$ cat src/rtl/param_down_counter.sv
// Edge-triggered wrap counter: counts rising edges of in_pulse down (START..0) or up (0..START),
// with a one-cycle out_pulse on each wrap. Define COUNTER_LOAD_EN to add a synchronous load port.
module param_down_counter #(
  parameter int unsigned WIDTH = 4,
  parameter int unsigned START = 5
) (
  input  logic             clk,
  input  logic             resetn,
  input  logic             enable,
  input  logic             in_pulse,
  input  logic             up,
`ifdef COUNTER_LOAD_EN
  input  logic             load,
  input  logic [WIDTH-1:0] load_value,
`endif
  output logic             out_pulse,
  output logic [WIDTH-1:0] cur_value,
  output logic             zero
);

  localparam logic [WIDTH-1:0] START_V = WIDTH'(START);

  logic             in_q,        in_d;
  logic [WIDTH-1:0] count_q,     count_d;
  logic             out_pulse_q, out_pulse_d;
  logic             tick;

  assign tick = in_pulse & ~in_q;

  always_comb begin
    // NOTE: every output of this block gets a default first, so no path leaves a latch behind.
    in_d        = in_pulse;
    count_d     = count_q;
    out_pulse_d = 1'b0;

`ifdef COUNTER_LOAD_EN
    if (load) begin
      // Load wins over a coincident tick, which is simply dropped.
      count_d = (load_value > START_V) ? START_V : load_value;
    end else
`endif
    if (enable && tick) begin
      if (up) begin
        if (count_q >= START_V) begin
          count_d     = '0;
          out_pulse_d = 1'b1;
        end else begin
          count_d = count_q + WIDTH'(1);
        end
      end else begin
        if (count_q == '0) begin
          count_d     = START_V;
          out_pulse_d = 1'b1;
        end else begin
          count_d = count_q - WIDTH'(1);
        end
      end
    end
  end

  always_ff @(posedge clk or negedge resetn) begin
    if (!resetn) begin
      // in_q comes out of reset high so a level already present at release is not a tick.
      in_q        <= 1'b1;
      count_q     <= START_V;
      out_pulse_q <= 1'b0;
    end else begin
      // NOTE: state registers use non-blocking assignments so all flops sample the same pre-edge values.
      in_q        <= in_d;
      count_q     <= count_d;
      out_pulse_q <= out_pulse_d;
    end
  end

  assign cur_value = count_q;
  assign out_pulse = out_pulse_q;
  assign zero      = (count_q == '0);

endmodule

$ cat config.mk
export PLATFORM = sky130hd
export DESIGN_NAME = param_down_counter
export DESIGN_NICKNAME = d
export VERILOG_FILES = /design/src/rtl/param_down_counter.sv
export SDC_FILE = /design/constraint.sdc
export NUM_CORES = 1
export LEC_CHECK = 0
export BUFFER_PORTS_ARGS = -buffer_cell sky130_fd_sc_hd__buf_2
export CAP_MARGIN = 20
export CORE_AREA = 2 2 39 41
export CTS_CLUSTER_DIAMETER = 60
export CTS_CLUSTER_SIZE = 16
export DETAILED_ROUTE_END_ITERATION = 12
export DIE_AREA = 0 0 41 43
export GPL_TIMING_DRIVEN = 0
export PLACE_DENSITY_LB_ADDON = 0.15
export SLEW_MARGIN = 15
export SYNTH_ARGS = -nofsm -noshare
export SYNTH_HDL_FRONTEND = slang
export SYNTH_SLANG_ARGS = --single-unit
$ cat constraint.sdc
create_clock -name clk -period 2.6 [get_ports clk]
set_clock_uncertainty 0.1 [all_clocks]
set_input_delay 0.13 -clock clk [delete_from_list [all_inputs] [get_ports clk]]
set_output_delay 0.13 -clock clk [all_outputs]
set_load 0.05 [all_outputs]
==> impl_metrics.csv <==
group,metric,value,unit
outcome,status,"complete, no violations",
placed_design,gp_congestion,0.794,
power_and_ir_drop,power.leakage,0.261,nW
critical_path,reg2reg_setup_slack,0.77,ns
cells_and_area,drive_gt1_share,28.1,%
synth,postSynthAreaPerCell,9.54,µm²
floorplan,start_util,33.1,%
cells_and_area,fin_util,41.9,%
cells_and_area,multi_input_area,294,µm²
floorplan,coreArea,0.00138,mm²
cts,cts_tree,"yes",
critical_path,r2r_cells,5,
synth,synth_nets,57,
routing,drc,0,
placed_design,dp_hpwl,820,µm
timing,slew_viol_final,0,
critical_path,crit_slowest_cell,"dfstp_2",
cts,clockRootBuffer,"clkbuf_4",
synth,synth_edf_count,0,
routing,ant_nets,0,
synth,synth_cell_types,24,
critical_path,cp.required,2.37,ns
synth,ys_ff_latch,6,
floorplan,dieHeight,43,µm
global_route,grt_pass1_vias,428,
synth,synth_top_area_share,17.2,%
critical_path,r2r_end,"cur_value[1]",
cells_and_area,final_cells,80,
cts,clk_pin_slew,0.05,ns
floorplan,die-width,41,µm
timing,fin_crit,1.83,ns
timing,worst_pin_slew,0.348,ns
power_and_ir_drop,p_per_area,1000,mW/mm²
critical_path,critPathLaunchType,"register",
critical_path,regToRegStartpoint,"cur_value[0]",
placed_design,port_buffers,10,
routing,first_pass_iters,4,
cts,h-tree-depth,1,
global_route,gr-total-overflow,0,
job,cap_viol_max_count,0,
placed_design,dp_cells,74,
synth,ys_async_sr_fraction,100,%
routing,via_per_inst,5.25,
floorplan,pin_count,11,
routing,drt_wl_total,1070,µm
critical_path,critPathMaxStageDelay,0.60,ns
critical_path,path_buf_inv,2,
critical_path,crit_fanout,8,
power_and_ir_drop,ir_drop,0.000294,V
synth,syn_inst,48,
critical_path,cpLargestDelayFamily,"flip-flops",
routing,drtIter0Drc,3,
timing,timing.slew.headroom,76.5,%
global_route,track_usage,16.4,%
timing,grt_setup_unrepaired,"false",
critical_path,crit_arrival,1.60,ns
cts,cts_buffers,3,
cells_and_area,nFillCells,143,
timing,min_period_over_period,70.5,%
global_route,grt_pass1_wl,1900,µm
critical_path,crit_chain,"inv_1 > ha_1 > nor3b_2 > buf_2",
cells_and_area,diodes,0,
critical_path,cp-startpoint,"cur_value[0]",
floorplan,core.rowCount,14,
synth,ys_warn_count,0,
cts,insertion_delay,0.25,ns
timing,setup_viol,0,
critical_path,crit_end,"zero",
cts,clk_path_buf_depth,2,
timing,clock.fmax,546,MHz
timing,tns,0,ns
critical_path,cp_num_cells,4,
synth,ys_seq_area_share,33.6,%
timing,hold_viol,0,
cells_and_area,syn2layout_area_growth,26.5,%
global_route,grt_max_degree,11,
critical_path,crit_path_end_kind,"output port",
floorplan,die-area,0.00176,mm²
synth,synthTopCellsByArea,"dfstp_2, dfrtp_1, ha_1",
routing,vias,420,
cells_and_area,register_area,154,µm²
critical_path,criticalPathCategory,"register to output port",
routing,routedWlPerCell,13.4,µm
synth,synth_ff_type,"dfstp_2",
synth,synth.cell_area,458,µm²
cells_and_area,nNetsFinal,74,
synth,yosys.area.top_type,"dfstp_2",
global_route,antenna_found_initial,0,
cts,cts.sinks,6,
min_path,hold_path_class,"input pin to asynchronous set/reset pin",
## registers in the layout, summed over array words and instances (netlist names)
| name | cells |
|---|---|
| cur_value | 4 |
| in_q | 1 |
| out_pulse | 1 |
## stage by stage
step	power, mW	hold WS, ns	setup slack, ns	area (µm²)
after CTS	0.587	0.119	0.763	579
after global placement	0.487	-0.137	0.777	533
final	0.581	0.126	0.768	579
after floorplan	0.409	-0.266	0.421	463
after detailed placement	0.486	-0.141	0.781	533
after global routing	0.632	0.145	0.674	579
## cell usage in the layout (no fill, tap or decap), types with 2 or more instances in the layout
cell type | Yosys | routed
a21oi_1 | 3 | 3
dfstp_2 | 3 | 3
dlygate4sd3_1 | 0 | 2
buf_2 | 0 | 10
o21ai_0 | 3 | 3
inv_1 | 4 | 4
or3_1 | 3 | 3
ha_1 | 4 | 4
nor2b_1 | 2 | 2
clkbuf_4 | 0 | 3
o211ai_1 | 3 | 3
nor4bb_1 | 2 | 2
nor2_1 | 3 | 3
nand3b_1 | 2 | 2
and2b_1 | 2 | 2
dfrtp_1 | 3 | 3
## layer usage
layer / global-route usage (%) / routed length (µm) / up-vias
met5: 0 / 0 / -
met3: 1.57 / 39 / 2
met1: 20.9 / 509 / 193
met4: 14.0 / 17 / 0
met2: 23.4 / 508 / 12
li1: - / - / 213
## cells by family after synthesis
group           after synthesis  synth area share [%]
simple gates                 18                  28.4
compound gates               16                  23.8
flops                         6                  33.6
buf+inv                       4                  3.28
fa+ha+maj                     4                  10.9
## worst min-delay path by stage
stage            from            to  slack, ns
2_1_floorplan  resetn  cur_value[1]      -0.27
3_3_place_gp   resetn  cur_value[1]      -0.14
3_5_place_dp   resetn     out_pulse      -0.14
4_1_cts        resetn     out_pulse       0.12
5_1_grt        resetn     out_pulse       0.14
6_report       resetn     out_pulse       0.13
## report_power, final
part / switching [mW] / internal (mW)
combinational: 0.198 / 0.113
sequential: 0.0486 / 0.127
clock: 0.0360 / 0.0583
## cells in the mapped netlist (all sizes together) (2+ instances only)
library cell,number
nand3b,2
ha,4
or3,3
dfstp,3
inv,4
a21oi,3
dfrtp,3
o211ai,3
nor4bb,2
o21ai,3
nor2,3
and2b,2
nor2b,2
## layout make-up
cell class / count / area share, %
Clock buffer: 4 / 4.54
Inverter: 4 / 2.59
Tap cell: 16 / 3.46
Multi-Input combinational cell: 38 / 50.8
Timing Repair Buffer: 12 / 12.1
Sequential cell: 6 / 26.6
## timing repair
action / CTS / global route
setup buffers: 0 / 0
hold buffers: 2 / 0
hold endpoints to repair: 7 / 0
gates resized for setup: 0 / 0
No activity file was read; power rests on OpenSTA's default activity.
